### config.mk
export PLATFORM = sky130hd
export DESIGN_NAME = scl_expander
export DESIGN_NICKNAME = d
export VERILOG_FILES = /design/src/rtl/scl_expander.sv
export SDC_FILE = /design/constraint.sdc
export NUM_CORES = 1
export LEC_CHECK = 0
export CORE_ASPECT_RATIO = 0.9
export CORE_UTILIZATION = 60
export DETAILED_ROUTE_END_ITERATION = 8
export PLACE_DENSITY = 0.93
export SETUP_SLACK_MARGIN = 0.02
export SLEW_MARGIN = 30
export SYNTH_ARGS = -nofsm -noshare
export SYNTH_HDL_FRONTEND = slang
export SYNTH_SLANG_ARGS = --single-unit
### constraint.sdc
create_clock -name tm3_clk_v0 -period 5.4 [get_ports tm3_clk_v0]
set_input_delay 1.35 -clock tm3_clk_v0 [delete_from_list [all_inputs] [get_ports tm3_clk_v0]]
set_output_delay 1.35 -clock tm3_clk_v0 [all_outputs]
set_load 0.03 [all_outputs]
### src/rtl/scl_expander.sv
// 2x horizontal pixel expander: each input pixel becomes a MID/CUR output pair.
// Define SCL_EXPANDER_INTERP_EN to make MID the rounded average of prev and cur.
module scl_expander #(
  parameter int FIFO_AW = 2
) (
  input  logic       tm3_clk_v0,
  input  logic       reset,
  input  logic       vidin_new_data_scld_2,
  input  logic [7:0] vidin_gray_scld_2,
  input  logic       vidin_sol_scld_2,
  output logic       vidout_new_data,
  output logic [7:0] vidout_gray,
  output logic       vidout_sol,
  output logic       vidout_overflow,
  output logic       vidout_busy
);

  localparam int DEPTH = 2 ** FIFO_AW;
  localparam logic [FIFO_AW:0]   FULL_CNT = (FIFO_AW+1)'(DEPTH);
  localparam logic [FIFO_AW:0]   CNT_ONE  = 1;
  localparam logic [FIFO_AW-1:0] PTR_ONE  = 1;

  typedef enum logic [1:0] {
    IDLE,
    EMIT_MID,
    EMIT_CUR
  } state_t;

  state_t state_q, state_d;

  logic [8:0]         mem_q [DEPTH];
  logic [FIFO_AW-1:0] wr_ptr_q, rd_ptr_q;
  logic [FIFO_AW:0]   cnt_q, cnt_d;

  logic [7:0] cur_q, cur_d;
  logic [7:0] prev_q, prev_d;
  logic       pv_q, pv_d;

  logic       nd_q, nd_d;
  logic [7:0] gray_q, gray_d;
  logic       sol_q, sol_d;
  logic       ovf_q;

  logic       empty, full, pop, push, drop;
  logic [7:0] head_gray;
  logic       head_sol;
  logic [7:0] mid;

  assign empty     = (cnt_q == '0);
  assign full      = (cnt_q == FULL_CNT);
  assign head_sol  = mem_q[rd_ptr_q][8];
  assign head_gray = mem_q[rd_ptr_q][7:0];

  // A pop happens only on the cycle that launches a new MID.
  assign pop  = !empty && (state_q == IDLE || state_q == EMIT_CUR);
  assign push = vidin_new_data_scld_2 && (!full || pop);
  assign drop = vidin_new_data_scld_2 && full && !pop;

`ifdef SCL_EXPANDER_INTERP_EN
  logic [8:0] sum;
  assign sum = {1'b0, prev_q} + {1'b0, head_gray} + 9'd1;
  assign mid = (head_sol || !pv_q) ? head_gray : sum[8:1];
`else
  logic unused_prev;
  assign unused_prev = ^{prev_q, pv_q};
  assign mid = head_gray;
`endif

  always_comb begin
    cnt_d = cnt_q;
    if (push && !pop)
      cnt_d = cnt_q + CNT_ONE;
    else if (pop && !push)
      cnt_d = cnt_q - CNT_ONE;
  end

  always_comb begin
    state_d = state_q;
    nd_d    = 1'b0;
    gray_d  = gray_q;
    sol_d   = sol_q;
    cur_d   = cur_q;
    prev_d  = prev_q;
    pv_d    = pv_q;
    unique case (state_q)
      IDLE, EMIT_CUR: begin
        if (!empty) begin
          cur_d   = head_gray;
          gray_d  = mid;
          sol_d   = head_sol;
          nd_d    = 1'b1;
          state_d = EMIT_MID;
        end else begin
          state_d = IDLE;
        end
      end
      EMIT_MID: begin
        gray_d  = cur_q;
        sol_d   = 1'b0;
        nd_d    = 1'b1;
        prev_d  = cur_q;
        pv_d    = 1'b1;
        state_d = EMIT_CUR;
      end
      default: state_d = IDLE;
    endcase
  end

  always_ff @(posedge tm3_clk_v0) begin
    if (push)
      mem_q[wr_ptr_q] <= {vidin_sol_scld_2, vidin_gray_scld_2};
  end

  always_ff @(posedge tm3_clk_v0) begin
    if (reset) begin
      wr_ptr_q <= '0;
      rd_ptr_q <= '0;
      cnt_q    <= '0;
      state_q  <= IDLE;
      cur_q    <= '0;
      prev_q   <= '0;
      pv_q     <= 1'b0;
      nd_q     <= 1'b0;
      gray_q   <= '0;
      sol_q    <= 1'b0;
      ovf_q    <= 1'b0;
    end else begin
      if (push)
        wr_ptr_q <= wr_ptr_q + PTR_ONE;
      if (pop)
        rd_ptr_q <= rd_ptr_q + PTR_ONE;
      cnt_q   <= cnt_d;
      state_q <= state_d;
      cur_q   <= cur_d;
      prev_q  <= prev_d;
      pv_q    <= pv_d;
      nd_q    <= nd_d;
      gray_q  <= gray_d;
      sol_q   <= sol_d;
      if (drop)
        ovf_q <= 1'b1;
    end
  end

  assign vidout_new_data = nd_q;
  assign vidout_gray     = gray_q;
  assign vidout_sol      = sol_q;
  assign vidout_overflow = ovf_q;
  assign vidout_busy     = !empty || (state_q != IDLE);

endmodule

==> results.json, run 1 <==
{
  "path_clk_slew_ns": 0.07,
  "viasPerCell": 5.76,
  "cts_tree": "done",
  "routedWlPerCell_um": 16.8,
  "cp-start-kind": "flip-flop",
  "crit_chain": "or3_1, or3_1, clkdlybuf4s50_1",
  "ant_nets": 0,
  "postCtsSetupBuffers": 0,
  "htreeDepth": 3,
  "nets": 228,
  "first_iter_violations": 95,
  "antenna_found_initial": 0,
  "r2r_setup_slack_ns": 2.60,
  "cpLargestDelayFamily": "simple AND/OR/NAND/NOR gates",
  "crit_path_max_incr_delay_ns": 0.60,
  "skew_ns": 0.00749,
  "dpl.hpwl_um": 2780,
  "drive_above_1_share_pct": 11.6,
  "tightest_slew_ns": 0.731,
  "initial_core_util_pct": 62.8,
  "ys_top_cells_by_area": "edfxtp_1 42%, dfxtp_1 23%, mux4_2 7.9%",
  "cts_inserted_buffers": 9,
  "hold_path_class": "flip-flop to flip-flop",
  "path_max_fanout": 11,
  "fin_crit_sh_pct": 66.2,
  "num_rows": 22,
  "reg2reg_from": "state_q[0]",
  "leakage_nw": 1.03,
  "cp_num_cells": 3,
  "drv_slew": 0,
  "syn_avg_cell_area_sq_um": 13.7,
  "dr.pass1.iters": 6,
  "path_buf_inv": 1,
  "globalplace.congestion": 0.800,
  "crit_end": "vidout_busy",
  "setup_tns_ns": 0,
  "worstPathRequired_ns": 4.05,
  "postLayoutCellArea_sq_mm": 0.00300,
  "cp.arrival_ns": 2.22,
  "grt_pass1_wl_um": 7290,
  "outcome": "finished, final reports clean",
  "syn_inst": 187,
  "slew_headroom_pct": 51.2,
  "portBuffers": 23,
  "cts_sinks": 66,
  "area_growth_pct": 17.3,
  "grt_use_total_pct": 22.6,
  "synth_area_leader_cell": "edfxtp_1",
  "worst_skew_pair.late_latency_ns": 0.34,
  "yosys_register_bits": 66,
  "fillerInstances": 295,
  "cp-end-kind": "output port",
  "peakVddDrop_v": 0.000271,
  "syn_nets": 205,
  "finalSetupViolations": 0,
  "path_common_cell": "or3_1",
  "r2r_cells": 8,
  "fmax_mhz": 280,
  "rsz0062_at_grt": "false",
  "worst-setup-path-type": "flip-flop to output port",
  "place_area_sq_mm": 0.00280,
  "die_y_um": 64.0,
  "worst_slack_ns": 1.83,
  "die_w_um": 70.8,
  "mostFrequentLayoutCells": "36 x edfxtp_1, 30 x dfxtp_1, 22 x clkdlybuf4s50_1",
  "hold_viol": 0,
  "routed_wl_um": 4410,
  "ys_seq_area_share_pct": 65.7,
  "drt_drc_violations_left": 0,
  "cts_hold_buf": 0,
  "cts-resized-gates": 0,
  "whs_ns": 0.472,
  "grt_start_max_net_pins": 31,
  "fin_crit_ns": 3.57,
  "crit_path_top_delay_cell": "clkdlybuf4s50_1",
  "synth_top_area_share_pct": 42.2,
  "ys_types": 32,
  "die_area_sq_mm": 0.00453,
  "reg2reg_to": "cnt_q[2]",
  "cts_root_buf": "clkbuf_8",
  "hold_depth": 2,
  "fin_util_pct": 73.6,
  "grt.overflow.total": 0,
  "synth_area_sq_mm": 0.00256,
  "critPathLaunch": "cnt_q[0]",
  "layout_commonest_cell": "edfxtp_1",
  "pin_count": 24,
  "place_ws_ns": 1.97,
  "cts_max_path_buffers": 2,
  "grt_pass1_vias": 1525,
  "antenna_cells": 0,
  "synth_warnings": 0,
  "vias": 1515,
  "core-area_sq_mm": 0.00407,
  "cap_violations": 0,
  "powerDensity_mw_per_mm2": 546
}
## where the power goes
group / total (W) / internal, W / switching [W] / leakage, nW
sequential: 0.000723 / 0.000629 / 0.0000938 / 0.577
combinational: 0.000489 / 0.000222 / 0.000267 / 0.352
clock: 0.000428 / 0.000258 / 0.000169 / 0.102
total: 0.00164 / 0.00111 / 0.000530 / 1.03
## worst min-delay path, delay by kind of cell (launching register included)
kind               cells  cell delay [ns]
AOI/OAI and AO/OA      1             0.04
and+or+nand+nor        1             0.07
DFF                    1             0.32
## worst min path at each step
stage                 endpoint  slack, ns            start
2_1_floorplan   vidout_gray[0]       0.45         cur_q[0]
3_3_place_gp   vidout_overflow       0.45  vidout_overflow
3_5_place_dp   vidout_overflow       0.46  vidout_overflow
4_1_cts         vidout_gray[1]       0.47         cur_q[1]
5_1_grt         vidout_gray[6]       0.49         cur_q[6]
6_report       vidout_overflow       0.47  vidout_overflow
## state kept, by name, indices dropped and copies added (netlist names), named ones only
signal / count
rd_ptr_q: 2
vidout_overflow: 1
cur_q: 8
vidout_sol: 1
cnt_q: 3
vidout_new_data: 1
wr_ptr_q: 2
state_q: 2
mem_q: 36
vidout_gray: 8
## cells in the mapped netlist (all sizes together)
library cell  number
edfxtp            36
dfxtp             30
a21oi             15
o21ai             12
nand3             11
mux4               9
nand2              9
a31oi              8
o211ai             8
clkbuf             7
nor2               6
ha                 5
and3               4
buf                4
inv                4
or3                4
nor2b              2
nor3               2
xor2               2
a22o               1
and4bb             1
clkinv             1
fa                 1
mux2               1
mux2i              1
nand2b             1
nand4bb            1
nor3b              1
## cell families after synthesis
| group | count (synthesis) | synth area share, % |
|---|---|---|
| xor+xnor | 2 | 0.685 |
| compound gates | 44 | 9.93 |
| simple gates | 42 | 9.09 |
| fa+ha+maj | 6 | 3.23 |
| flops | 66 | 65.7 |
| buf+inv | 16 | 2.59 |
| mux | 11 | 8.75 |
## cell type report
cell class              count  area [sq um]  share of cell area, %
flip-flops and latches     66          1680                   56.0
multi-input cells         105           811                   27.0
well taps                  48          60.1                   2.00
clock inverters             4          68.8                   2.29
inverters                   5          18.8                  0.626
repair buffers             23           225                   7.51
clock buffers              12           135                   4.50
## stage by stage
stage	power [W]	std cells
3_3_place_gp	0.00120	247
3_5_place_dp	0.00122	247
4_1_cts	0.00165	263
5_1_grt	0.00174	263
6_report	0.00164	263
2_1_floorplan	0.00108	187
## routing by layer
metal | routed length [um] | vias up | track usage, %
li1 | - | 758 | -
met1 | 1930 | 711 | 28.2
met2 | 2190 | 42 | 34.7
met3 | 217 | 4 | 9.15
met4 | 69 | 0 | 10.3
met5 | 0 | - | 0
Note: power is estimated with default switching activity, not from simulation.
==> inputs of run 2 (changes only) <==
CORE_UTILIZATION = 50   (was 60)
PLACE_DENSITY = 0.84   (was 0.93)
clock period = 3.2 ns   (was 5.4 ns; I/O delays follow)
==> run 2 against run 1 <==
Sequential power grew 67%. Clock power increased by 57%. Via count up 4.4%. Combinational power is 74% higher. First-iteration DRC count grew 40%. Die area rose by 19%. Worst setup slack lost 1.7 ns. Power up 66%. Sequential share of layout area down 0.60 points. Non-clock buffer count grew 2. Design area increased by 1.1%. Register-to-register slack lost 2.0 ns. Critical endpoint unchanged. Largest power group unchanged.
==> results.json, run 2 (synthesis gave the netlist of run 1 again) <==
{
  "peakVddDrop_v": 0.000493,
  "setup_tns_ns": 0,
  "pin_count": 24,
  "mostFrequentLayoutCells": "36 x edfxtp_1, 30 x dfxtp_1, 23 x clkdlybuf4s50_1",
  "grt_start_max_net_pins": 20,
  "fin_crit_ns": 3.04,
  "worst_slack_ns": 0.159,
  "drt_drc_violations_left": 0,
  "worst_skew_pair.late_latency_ns": 0.34,
  "cts_tree": "done",
  "leakage_nw": 1.03,
  "skew_ns": 0.00571,
  "area_growth_pct": 18.5,
  "cts_inserted_buffers": 9,
  "cp-end-kind": "output port",
  "path_max_fanout": 11,
  "postCtsSetupBuffers": 0,
  "ant_nets": 0,
  "drv_slew": 0,
  "cts_max_path_buffers": 2,
  "routed_wl_um": 4470,
  "finalSetupViolations": 0,
  "slew_headroom_pct": 54.8,
  "dpl.hpwl_um": 3070,
  "die_w_um": 77.4,
  "outcome": "finished, final reports clean",
  "place_ws_ns": 0.308,
  "grt_use_total_pct": 19.2,
  "vias": 1581,
  "fin_crit_sh_pct": 95.0,
  "drive_above_1_share_pct": 13.4,
  "die_y_um": 69.9,
  "antenna_cells": 0,
  "viasPerCell": 5.61,
  "worstPathRequired_ns": 2.40,
  "grt.overflow.total": 0,
  "grt_pass1_vias": 1505,
  "cap_violations": 0,
  "powerDensity_mw_per_mm2": 900,
  "largest-register": "mem_q",
  "layout_commonest_cell": "edfxtp_1",
  "ff_latch_area_sq_mm": 0.00168,
  "cp.arrival_ns": 2.24,
  "worst-setup-path-type": "flip-flop to output port",
  "postLayoutCellArea_sq_mm": 0.00303,
  "cts-resized-gates": 0,
  "place_area_sq_mm": 0.00284,
  "fillerInstances": 369,
  "cts_hold_buf": 0,
  "hold_path_class": "flip-flop to flip-flop",
  "cts_sinks": 66,
  "htreeDepth": 3,
  "antenna_found_initial": 0,
  "rsz0062_at_grt": "false",
  "path_clk_slew_ns": 0.07,
  "core-area_sq_mm": 0.00489,
  "first_iter_violations": 133,
  "tightest_slew_ns": 0.676,
  "routedWlPerCell_um": 15.9,
  "grt_pass1_wl_um": 7300,
  "globalplace.congestion": 0.786,
  "dr.pass1.iters": 7,
  "fmax_mhz": 329,
  "num_rows": 24,
  "cts_root_buf": "clkbuf_8",
  "nets": 230,
  "portBuffers": 23,
  "initial_core_util_pct": 52.3,
  "largest_reg_flops": 36,
  "hold_viol": 0,
  "multiInputGateArea_sq_um": 811,
  "die_area_sq_mm": 0.00541,
  "cp-start-kind": "flip-flop"
}
run 2: cell types whose count changed in the layout (fill, tap and decap cells not counted), sizes merged:
cell,previous run,this run
clkinvlp,0,2
clkinv,3,4
bufinv,2,1
clkbuf,12,10
buf,1,2
clkdlybuf4s50,22,23
run 2: worst max-delay path, stage by stage (launching register included):
cell             delay [ns]
dfxtp_1                0.40
or3_1                  0.55
or3_1                  0.36
clkdlybuf4s50_1        0.59
run 2: worst paths after layout:
kind	cells past startpoint	end	from	slack, ns
worst max-delay path	3	vidout_busy	cnt_q[0]	0.16
worst min-delay path	2	vidout_gray[3]	cur_q[3]	0.48
worst max register to register	8	cnt_q[2]	state_q[0]	0.65
worst min register to register	2	vidout_gray[3]	cur_q[3]	0.48
run 2: routing by layer:
layer / vias up / track usage, % / wire (um)
li1: 758 / - / -
met1: 764 / 22.7 / 1940
met2: 50 / 30.5 / 2200
met3: 9 / 6.67 / 246
met4: 0 / 10.7 / 91
met5: - / 0 / 0
run 2: metrics by stage:
| stage | cells | hold slack [ns] | util (%) | power (W) |
|---|---|---|---|---|
| 2_1_floorplan | 187 | 0.454 | - | 0.00182 |
| 3_5_place_dp | 266 | 0.466 | 58.0 | 0.00208 |
| 3_3_place_gp | 266 | 0.454 | 58.0 | 0.00204 |
| 5_1_grt | 282 | 0.500 | 62.0 | 0.00289 |
| 6_report | 282 | 0.478 | 62.0 | 0.00273 |
| 4_1_cts | 282 | 0.472 | 62.0 | 0.00275 |
run 2: power by group:
part,switching (W),internal [W],leakage (nW)
registers,0.000147,0.00106,0.577
clock network,0.000311,0.000360,0.0925
logic,0.000468,0.000382,0.362
run 2: area by class of cell:
type,count,share of cell area (%)
Clock inverter,6,2.23
Inverter,5,0.619
Sequential cell,66,55.4
Multi-Input combinational cell,105,26.7
Tap cell,65,2.68
Timing Repair Buffer,25,8.09
Clock buffer,10,4.21
==> inputs of run 3 (changes only) <==
CORE_UTILIZATION = 49   (was 50)
PLACE_DENSITY = 0.83   (was 0.84)
==> run 3 against run 2 <==
Critical path depth is the same. Routed wire length grew 2.4%. Design area is essentially flat. Clock skew grew 0.0040 ns. First-iteration DRC count shrank 29%. Non-clock buffer count is the same. Via count shrank 0.25%. Critical path type unchanged. Highest routed layer unchanged.
==> results.json, run 3 (synthesis gave the netlist of run 1 again) <==
{
  "worst_skew_pair.late_latency_ns": 0.33,
  "portBuffers": 23,
  "die_w_um": 78.2,
  "slew_headroom_pct": 56.6,
  "cap_violations": 0,
  "largest_reg_flops": 36,
  "powerDensity_mw_per_mm2": 915,
  "nets": 230,
  "outcome": "finished, final reports clean",
  "core-area_sq_mm": 0.00492,
  "cts-resized-gates": 0,
  "hold_path_class": "flip-flop to flip-flop",
  "largest-register": "mem_q",
  "antenna_found_initial": 0,
  "setup_tns_ns": 0,
  "fmax_mhz": 328,
  "path_max_fanout": 11,
  "grt_start_max_net_pins": 20,
  "hold_viol": 0,
  "die_area_sq_mm": 0.00552,
  "tightest_slew_ns": 0.649,
  "path_common_cell": "or3_1",
  "ant_nets": 0,
  "grt_pass1_vias": 1537,
  "cts_hold_buf": 0,
  "finalSetupViolations": 0,
  "postCtsSetupBuffers": 0,
  "vias": 1577,
  "die_y_um": 70.6,
  "crit_path_top_delay_cell": "clkdlybuf4s50_1",
  "drt_drc_violations_left": 0,
  "worstPathRequired_ns": 2.40,
  "layout_commonest_cell": "edfxtp_1",
  "routed_wl_um": 4580,
  "fin_crit_ns": 3.05,
  "mostFrequentLayoutCells": "36 x edfxtp_1, 30 x dfxtp_1, 23 x clkdlybuf4s50_1",
  "path_clk_slew_ns": 0.06,
  "grt_use_total_pct": 18.9,
  "htreeDepth": 3,
  "cp-start-kind": "flip-flop",
  "skew_ns": 0.00971,
  "cts_max_path_buffers": 2,
  "first_iter_violations": 95,
  "antenna_cells": 0,
  "rsz0062_at_grt": "false",
  "pin_count": 24,
  "globalplace.congestion": 0.806,
  "crit_chain": "or3_1, or3_1, clkdlybuf4s50_1",
  "routedWlPerCell_um": 16.4,
  "fin_crit_sh_pct": 95.3,
  "grt_pass1_wl_um": 7620,
  "area_growth_pct": 18.6,
  "cts_root_buf": "clkbuf_8",
  "num_rows": 24,
  "dr.pass1.iters": 4,
  "cp.arrival_ns": 2.25,
  "cts_tree": "done",
  "leakage_nw": 1.04,
  "cts_inserted_buffers": 9,
  "final_cells": 280,
  "dpl.hpwl_um": 3000,
  "worst-setup-path-type": "flip-flop to output port",
  "peakVddDrop_v": 0.000515,
  "drive_above_1_share_pct": 12.1,
  "dp_cells": 266,
  "drv_slew": 0,
  "cts_sinks": 66,
  "grt.overflow.total": 0,
  "initial_core_util_pct": 52.0,
  "crit_path_max_incr_delay_ns": 0.60,
  "cp-end-kind": "output port",
  "viasPerCell": 5.63
}
## run 3: path summary, 6_finish.rpt
kind	from	end	slack, ns	depth (start not counted)
max	cnt_q[0]	vidout_busy	0.15	3
min	cur_q[2]	cur_q[2]	0.48	2
max reg2reg	cnt_q[0]	cnt_q[2]	0.69	8
min reg2reg	cur_q[2]	cur_q[2]	0.48	2
## run 3: critical path, delay by kind of cell, from the launching register on
kind | cells | cell delay (ns)
flops | 1 | 0.40
simple gates | 2 | 0.93
buf+inv | 1 | 0.60
## run 3: report_power, final
part           switching, W  leakage [nW]  total, W  internal (W)
Combinational      0.000484         0.362  0.000870      0.000386
Sequential         0.000140         0.577   0.00120       0.00106
Clock              0.000279        0.0996  0.000706      0.000426
## run 3: per-layer routing
metal | wire (um) | vias up | track usage, % | share of wire (%)
li1 | - | 763 | - | -
met2 | 2260 | 37 | 30.6 | 49
met4 | 55 | 0 | 5.76 | 1.2
met3 | 205 | 7 | 8.13 | 4.5
met1 | 2060 | 770 | 23.3 | 45
met5 | 0 | - | 0 | 0
## run 3: area by class of cell
class | instances | area [sq um]
Sequential cell | 66 | 1680
Timing Repair Buffer | 25 | 245
Clock buffer | 10 | 128
Fill cell | 386 | 1890
Clock inverter | 4 | 68.8
Multi-Input combinational cell | 105 | 811
Inverter | 5 | 18.8
Tap cell | 65 | 81.3
## run 3: through the flow
stage | setup slack, ns | hold slack, ns | cell area, sq um | utilization [%] | total power [W]
global placement | 0.385 | 0.459 | 2840 | 57.6 | 0.00204
floorplan | 0.968 | 0.454 | 2560 | - | 0.00182
finish | 0.152 | 0.477 | 3030 | 61.6 | 0.00278
global route | 0.0895 | 0.492 | 3030 | 61.6 | 0.00294
detailed placement | 0.313 | 0.467 | 2840 | 57.6 | 0.00208
CTS | 0.135 | 0.477 | 3030 | 61.6 | 0.00280
